==> src/rtl/imem_load_ctrl.sv <==
// Instruction memory port owner: streams a host program into imem, then hands
// read access to the decoder for one run and reports completion.
module imem_load_ctrl #(
  parameter int IMEM_ADDR_W = 10,
  parameter int INST_W      = 32,
  parameter int CYCLE_CNT_W = 32
) (
  input  logic                   clk,
  input  logic                   reset,
  input  logic                   load_start,
  input  logic [IMEM_ADDR_W:0]   load_num_inst,
  input  logic                   load_abort,
  input  logic                   host_inst_v,
  input  logic [INST_W-1:0]      host_inst_data,
  output logic                   host_inst_ready,
  output logic                   load_done,
  input  logic                   run_start,
  output logic                   dec_start,
  input  logic                   dec_done,
  input  logic                   dec_read_req,
  input  logic [IMEM_ADDR_W-1:0] dec_read_addr,
  output logic                   imem_wr_en,
  output logic [IMEM_ADDR_W-1:0] imem_wr_addr,
  output logic [INST_W-1:0]      imem_wr_data,
  output logic                   imem_rd_req,
  output logic [IMEM_ADDR_W-1:0] imem_rd_addr,
  output logic                   busy,
  output logic                   done,
  output logic                   prog_valid,
  output logic [CYCLE_CNT_W-1:0] run_cycles,
  output logic [2:0]             err,
  input  logic                   err_clr
);

  typedef enum logic [2:0] {IDLE, LOAD, RUN_START, RUN, DONE} state_t;

  localparam logic [IMEM_ADDR_W:0]   MAX_WORDS = {1'b1, {IMEM_ADDR_W{1'b0}}};
  localparam logic [CYCLE_CNT_W-1:0] CNT_MAX   = '1;

  state_t                 state, state_nxt;
  logic [IMEM_ADDR_W-1:0] wr_ptr;
  logic [IMEM_ADDR_W:0]   remaining;
  logic                   accept;
  logic                   last_accept;
  logic                   load_ok;
  logic                   load_go;
  logic [2:0]             err_set;

  assign accept      = host_inst_v && (state == LOAD);
  assign last_accept = accept && (remaining == (IMEM_ADDR_W+1)'(1));
  assign load_ok     = (load_num_inst != '0) && (load_num_inst <= MAX_WORDS);
  assign load_go     = (state == IDLE) && load_start && load_ok;

  always_ff @(posedge clk or posedge reset) begin
    if (reset) state <= IDLE;
    else       state <= state_nxt;
  end

  always_comb begin
    state_nxt = state;
    case (state)
      IDLE: begin
        if (load_start) begin
          if (load_ok) state_nxt = LOAD;
        end else if (run_start && prog_valid) begin
          state_nxt = RUN_START;
        end
      end
      LOAD:      if (load_abort || last_accept) state_nxt = IDLE;
      RUN_START: state_nxt = RUN;
      RUN:       if (dec_done) state_nxt = DONE;
      DONE:      state_nxt = IDLE;
      default:   state_nxt = IDLE;
    endcase
  end

  always_comb begin
    host_inst_ready = (state == LOAD);
    dec_start       = (state == RUN_START);
    done            = (state == DONE);
    busy            = (state != IDLE);
    imem_rd_req     = (state == RUN) && dec_read_req;
    imem_rd_addr    = (state == RUN) ? dec_read_addr : '0;
  end

  // A run request is an error whenever it cannot start a run right now.
  always_comb begin
    err_set[0] = (state == IDLE) && load_start && !load_ok;
    err_set[1] = run_start && ((state != IDLE) || load_start || !prog_valid);
    err_set[2] = dec_read_req && (state != RUN);
  end

  always_ff @(posedge clk or posedge reset) begin
    if (reset) begin
      imem_wr_en   <= 1'b0;
      imem_wr_addr <= '0;
      imem_wr_data <= '0;
      load_done    <= 1'b0;
      wr_ptr       <= '0;
      remaining    <= '0;
      prog_valid   <= 1'b0;
      err          <= 3'b000;
      run_cycles   <= '0;
    end else begin
      imem_wr_en <= accept;
      load_done  <= last_accept && !load_abort;
      if (accept) begin
        imem_wr_addr <= wr_ptr;
        imem_wr_data <= host_inst_data;
        wr_ptr       <= wr_ptr + IMEM_ADDR_W'(1);
        remaining    <= remaining - (IMEM_ADDR_W+1)'(1);
      end
      if (load_go) begin
        wr_ptr     <= '0;
        remaining  <= load_num_inst;
        prog_valid <= 1'b0;
      end else if ((state == LOAD) && load_abort) begin
        prog_valid <= 1'b0;
      end else if (last_accept) begin
        prog_valid <= 1'b1;
      end
      err <= (err_clr ? 3'b000 : err) | err_set;
      if (state == RUN_START) begin
        run_cycles <= '0;
      end else if ((state == RUN) && (run_cycles != CNT_MAX)) begin
        run_cycles <= run_cycles + CYCLE_CNT_W'(1);
      end
    end
  end

endmodule

==> config.mk <==
export PLATFORM = sky130hd
export DESIGN_NAME = imem_load_ctrl
export DESIGN_NICKNAME = d
export VERILOG_FILES = /design/src/rtl/imem_load_ctrl.sv
export SDC_FILE = /design/constraint.sdc
export NUM_CORES = 1
export LEC_CHECK = 0
export ABC_AREA = 1
export CORE_ASPECT_RATIO = 0.75
export CORE_MARGIN = 10
export CORE_UTILIZATION = 49
export DETAILED_ROUTE_END_ITERATION = 6
export PLACE_DENSITY_LB_ADDON = 0.12
export REMOVE_ABC_BUFFERS = 1
export SLEW_MARGIN = 25
export SYNTH_ARGS = -nofsm -noshare
export SYNTH_HDL_FRONTEND = slang
export SYNTH_SLANG_ARGS = --single-unit
export TNS_END_PERCENT = 10
==> constraint.sdc <==
create_clock -name clk -period 3.85 [get_ports clk]
set_input_delay 0.77 -clock clk [delete_from_list [all_inputs] [get_ports clk]]
set_output_delay 0.77 -clock clk [all_outputs]
set_load 0.02 [all_outputs]
==> results of run 1 <==
[critical path, cell delays in order (launching register included)]
cell and delay, ns:
dfrtp_1 0.35, inv_1 0.08, nor2_1 0.42, nand2_1 0.45
nor2_1 0.21, clkdlybuf4s50_1 0.65
[kinds of logic (layout without fill, tap and decap cells)]
| group | count (synthesis) | count (layout) |
|---|---|---|
| AND/OR/NAND/NOR | 524 | 524 |
| flip-flops | 104 | 104 |
| buffers and inverters | 101 | 259 |
| AO/OA/AOI/OAI | 49 | 49 |
| XOR/XNOR | 19 | 19 |
| adder cells (fa/ha/maj) | 4 | 4 |
[path summary, 6_finish.rpt]
check / to / slack [ns] / from / depth (start not counted)
max in group asynchronous: state[2] / 2.22 / reset / 3
min: imem_wr_data[2] / 0.48 / imem_wr_data[2] / 2
max reg2reg: run_cycles[27] / 1.39 / run_cycles[0] / 10
min in group asynchronous: imem_wr_data[31] / 0.90 / reset / 2
max: imem_rd_addr[6] / 0.57 / state[1] / 5
min reg2reg: imem_wr_data[2] / 0.48 / imem_wr_data[2] / 2
[flip-flops by register name, summed over array words and instances (netlist names)]
| name | count |
|---|---|
| err | 3 |
| imem_wr_addr | 10 |
| imem_wr_data | 32 |
| imem_wr_en | 1 |
| load_done | 1 |
| prog_valid | 1 |
| remaining | 11 |
| run_cycles | 32 |
| state | 3 |
| wr_ptr | 10 |
[metal layers]
| layer | global-route usage (%) | wire (um) | part of all wire, % |
|---|---|---|---|
| met2 | 32.85 | 7920 | 44 |
| met4 | 4.684 | 215 | 1.2 |
| met5 | 0 | 0 | 0 |
| met3 | 9.486 | 2141 | 12 |
| met1 | 29.88 | 7893 | 43 |
[power groups by stage]
| stage | Sequential [mW] | Combinational, mW | Clock (mW) |
|---|---|---|---|
| floorplan | 1.86 | 0.759 | 0 |
| global placement | 1.61 | 1.87 | 0 |
| detailed placement | 1.63 | 1.92 | 0 |
| CTS | 1.61 | 1.93 | 0.940 |
| global route | 1.65 | 2.12 | 0.984 |
| finish | 1.62 | 1.94 | 0.928 |
[per-stage QoR]
stage                     power (mW)  instances  util (%)  worst slack [ns]  cell area, sq um
after floorplan                2.618        779         -            0.3478              5517
after global placement         3.488       1082     66.20             1.005              7326
after detailed placement       3.541       1082     66.20            0.9609              7326
after CTS                      4.482       1098     68.86            0.6596              7620
after global routing           4.758       1099     69.11            0.3702              7647
final                          4.485       1099     69.11            0.5716              7647
[cell usage in the layout, fill, tap and decap left out]
cell	n
buf_4	6
nor2_1	112
nor2_2	1
xnor2_1	9
nor3_1	7
or2_2	8
ha_1	4
o22ai_1	1
nand2_1	313
inv_6	2
dfrtp_1	104
inv_4	1
o21ai_1	16
o21ai_0	24
o21bai_1	1
inv_1	75
clkbuf_16	9
clkdlybuf4s50_1	156
xor2_1	10
nand3b_1	5
inv_8	3
nand3_1	66
clkinv_1	1
clkinv_4	2
nor2_4	3
nand4_1	6
buf_16	1
buf_12	1
nand2_2	2
a21oi_1	6
inv_2	2
nor3b_1	1
o21ai_4	1
[layout make-up]
class / count / area (sq um) / share of cell area (%)
tap: 140 / 175.2 / 2.291
clock inverter: 7 / 68.82 / 0.8999
clock buffer: 9 / 225.2 / 2.945
sequential: 104 / 2603 / 34.03
multi-input combinational: 596 / 2623 / 34.29
timing repair buffer: 164 / 1654 / 21.63
inverter: 79 / 299.0 / 3.910
==> out/metrics.csv, run 1 <==
metric;value;unit
start_util;50.92;%
synth_top_family_by_area;simple AND/OR/NAND/NOR gates;
root_buffer;clkbuf_16;
synth_area;5634;sq um
period_needed;3.278;ns
outcome;completed;
ioPinCount;157;
synthFlopType;dfrtp_1;
synth_commonest_cells;313 x nand2_1, 112 x nor2_1, 104 x dfrtp_1, 76 x inv_1, 66 x nand3_1;
ant_nets;0;
diodes;0;
synthSimpleGateAreaFrac;38.00;%
coreArea;11070;sq um
routedWlPerCell;16.53;um
die_w;143.8;um
yosys_warnings;0;
ctsHoldBuffers;0;
crit_required;3.08;ns
post_cts_buffers;0;
synth_area_leaders;dfrtp_1 46%, nand2_1 21%, nor2_1 7.5%;
cts_resized;0;
p_sw_share;41.35;%
ir_drop;0.3463;mV
drive_gt1_share;4.380;%
ys_seq_elements;104;
criticalPathCategory;reg -> out;
synth_area_leader_cell;dfrtp_1;
cts.clk_slew.worst_paths;0.08;ns
viasPerCell;5.185;
wl;18170;um
setup_tns;0;ns
syn_to_final_growth;35.73;%
cts_made_buffers;9;
design.die.area;16230;sq um
numPortBuffers;156;
p_per_area;586.5;nW/um^2
intPower;2.630;mW
p_leak;3.525;nW
syn-instance-count;801;
rows;33;
pwr-share-clk;20.7;%
htree_levels;3;
holdWs;0.4752;ns
end_kind;output pin;
drv_slew;0;
pwr-share-seq;36.0;%
route.detailed.drc;0;
cts.sinks;104;
synthMuxAreaShare;0;%
p_switching;1.855;mW
tritoncts;built;
crit_fanout;15;
hold_viol;0;
rsz0062_at_grt;no;
finalSetupViolCount;0;
worstPathArrival;2.51;ns
worstMarginPinSlew;0.9608;ns
synthAdderAreaFrac;0.8883;%
die_y;112.9;um
syn_avg_cell_area;7.034;sq um
antenna_found_initial;0;
startpoint_type;register;
slew_headroom;35.85;%
yosysMostFrequentCell;nand2_1;
fillCellCount;902;
final_nets;1020;
clockBufferDepth;2;
grt_pass1_wl;28950;um
gp_congestion;1.015;
drv_cap;0;
fin_crit_sh;85.15;%
hp-class;reg -> reg;
firstDrtPassIters;5;
yosysUniqueCellTypes;28;
synth_xor_area_share;2.954;%
synth_edf_count;0;
grt_max_degree;63;
grtUsageTotal;22.30;%
grt-ovfl-total;0;
drt-initial-drc-count;443;
p_comb_share;43.3;%
synth-seq-area-share;46.19;%
grt_pass1_vias;5435;
clock.fmax;0.3050;GHz
vias;5698;
worstSkewPairLatency;0.35;ns
synth_compound_area_share;4.619;%
finClkSkew;0.007232;ns
yosysTopAreaCellShare;46.19;%
synthArstFlopShare;100.0;%
dp_hpwl;13780;um
Power figures use the tool's default switching activity.
==> inputs of run 2 (changes only) <==
--- a/config.mk
+++ b/config.mk
@@ -10,9 +10,10 @@
 export CORE_MARGIN = 10
 export CORE_UTILIZATION = 49
 export DETAILED_ROUTE_END_ITERATION = 6
+export HOLD_SLACK_MARGIN = 0.05
 export PLACE_DENSITY_LB_ADDON = 0.12
 export REMOVE_ABC_BUFFERS = 1
-export SLEW_MARGIN = 25
+export SLEW_MARGIN = 20
 export SYNTH_ARGS = -nofsm -noshare
 export SYNTH_HDL_FRONTEND = slang
 export SYNTH_SLANG_ARGS = --single-unit
==> run 2 against run 1 <==
Net effect:
- sequential share of layout area up 0.12 points
- register-to-register slack worse by 0.28 ns
- first-iteration DRC count is 6.5% higher
- fmax grew 2.8%
- flip-flop and latch count is the same
- via count shrank 0.93%
==> out/metrics.csv, run 2 (synthesis results as in run 1) <==
metric;value;unit;change
outcome;completed;;
wl;18060;um;-0.60%
vias;5645;;-0.93%
diodes;0;;unchanged
rr_endpoint;run_cycles[25];;
top_regs;imem_wr_data x32, run_cycles x32, remaining x11;;
fillCellCount;908;;+0.67%
cts.clk_slew.worst_paths;0.08;ns;about the same
worstPathArrival;2.42;ns;-0.09 ns
die_y;112.9;um;unchanged
htree_levels;3;;unchanged
crit_fanout;15;;unchanged
p_per_area;584.3;nW/um^2;-0.37%
clock.fmax;0.3136;GHz;+2.8%
gp_congestion;1.015;;unchanged
hp-class;reg -> reg;;
numPortBuffers;156;;unchanged
drt-initial-drc-count;472;;+6.5%
syn_to_final_growth;35.24;%;
timing.rr.start;run_cycles[0];;
ioPinCount;157;;unchanged
grt_max_degree;63;;unchanged
worstMarginPinSlew;1.092;ns;+0.1311 ns
antenna_found_initial;0;;unchanged
cts_made_buffers;9;;unchanged
ant_nets;0;;unchanged
cts_resized;0;;unchanged
grt_pass1_wl;28950;um;unchanged
grt_pass1_vias;5435;;unchanged
design.die.area;16230;sq um;unchanged
rrSetupSlack;1.11;ns;-0.28 ns
layout_common_cells;313 x nand2_1, 156 x clkdlybuf4s50_1, 112 x nor2_1, 104 x dfrtp_1, 75 x inv_1;;
viasPerCell;5.141;;-0.84%
slew_headroom;26.93;%;-8.9 points
gr-usage-met2;32.85;%;unchanged
crit_required;3.08;ns;about the same
startpoint_type;register;;
routedWlPerCell;16.45;um;-0.51%
rsz0062_at_grt;no;;
ir_drop;0.3463;mV;about the same
whs_path_depth;2;;unchanged
grt.busiest_layer;met2;;
drv_cap;0;;unchanged
root_buffer;clkbuf_16;;
tritoncts;built;;
p_leak;3.512;nW;-0.38%
route.detailed.drc;0;;unchanged
finClkSkew;0.008230;ns;+0.0009977 ns
hold_path_end;imem_wr_data[2];;
setup_tns;0;ns;unchanged
hold_viol;0;;unchanged
final_nets;1019;;-0.098%
die_w;143.8;um;unchanged
fin_crit_sh;82.83;%;-2.3 points
finalSetupViolCount;0;;unchanged
hp-start;imem_wr_data[2];;
grt-ovfl-total;0;;unchanged
worstSkewPairLatency;0.35;ns;about the same
power;4.452;mW;-0.73%
ctsHoldBuffers;0;;unchanged
criticalPathCategory;reg -> out;;
firstDrtPassIters;5;;unchanged
r2r_cells;8;;-2
coreArea;11070;sq um;unchanged
grtUsageTotal;22.30;%;unchanged
cts.sinks;104;;unchanged
clockBufferDepth;2;;unchanged
grt_use_met3;9.486;%;unchanged
post_cts_buffers;0;;unchanged
drive_gt1_share;4.280;%;-0.10 points
drv_slew;0;;unchanged
period_needed;3.189;ns;-0.08943 ns
dp_hpwl;13780;um;unchanged
start_util;50.92;%;unchanged
rows;33;;unchanged
end_kind;output pin;;
met1_usage;29.88;%;unchanged
layout_commonest_cell;nand2_1;;
run 2: cell types whose count changed in the layout (fill, tap and decap cells not counted):
cell,before,now
buf_16,1,0
run 2: area by class of cell:
cell class / instances / area, sq um / share of cell area (%)
well taps: 140 / 175.2 / 2.299
flip-flops and latches: 104 / 2603 / 34.15
multi-input cells: 596 / 2623 / 34.42
repair buffers: 163 / 1627 / 21.35
inverters: 79 / 299.0 / 3.924
clock buffers: 9 / 225.2 / 2.956
clock inverters: 7 / 68.82 / 0.9031
run 2: routing by layer:
layer | routed length, um | up-vias
met1 | 7953 | 2622
met2 | 7865 | 228
met3 | 2036 | 19
li1 | - | 2776
met4 | 207 | 0
met5 | 0 | -
run 2: worst max-delay path by stage:
stage                          start              end  slack, ns  cells after the start
detailed placement  load_num_inst[6]        wr_ptr[5]       0.96                      8
floorplan                      reset           err[0]       0.35                      1
global route                state[1]  imem_rd_addr[6]       0.43                      5
CTS                         state[1]  imem_rd_addr[6]       0.66                      5
finish                      state[1]  imem_rd_addr[6]       0.66                      5
global placement    load_num_inst[6]     remaining[4]       1.01                      9
run 2: critical path: stages, from the launching register on:
cell and delay [ns]:
dfrtp_1 0.35, inv_1 0.08, nor2_1 0.37, nand2_1 0.42
nor2_1 0.20, clkdlybuf4s50_1 0.65
run 2: stage by stage:
stage / cell area, sq um / std cells / setup slack [ns] / hold WS [ns] / util [%]
2_1_floorplan: 5517 / 779 / 0.3478 / 0.5013 / -
3_3_place_gp: 7326 / 1082 / 1.005 / 0.4535 / 66.20
3_5_place_dp: 7326 / 1082 / 0.9609 / 0.4615 / 66.20
4_1_cts: 7620 / 1098 / 0.6596 / 0.4779 / 68.86
5_1_grt: 7620 / 1098 / 0.4339 / 0.5077 / 68.86
6_report: 7620 / 1098 / 0.6610 / 0.4752 / 68.86
run 2: report_power, final:
part | leakage [nW] | total [mW] | internal, mW | switching (mW)
registers | 1.37 | 1.62 | 1.39 | 0.223
clock network | 0.146 | 0.928 | 0.461 | 0.468
logic | 2.00 | 1.91 | 0.755 | 1.15
total | 3.51 | 4.45 | 2.61 | 1.84
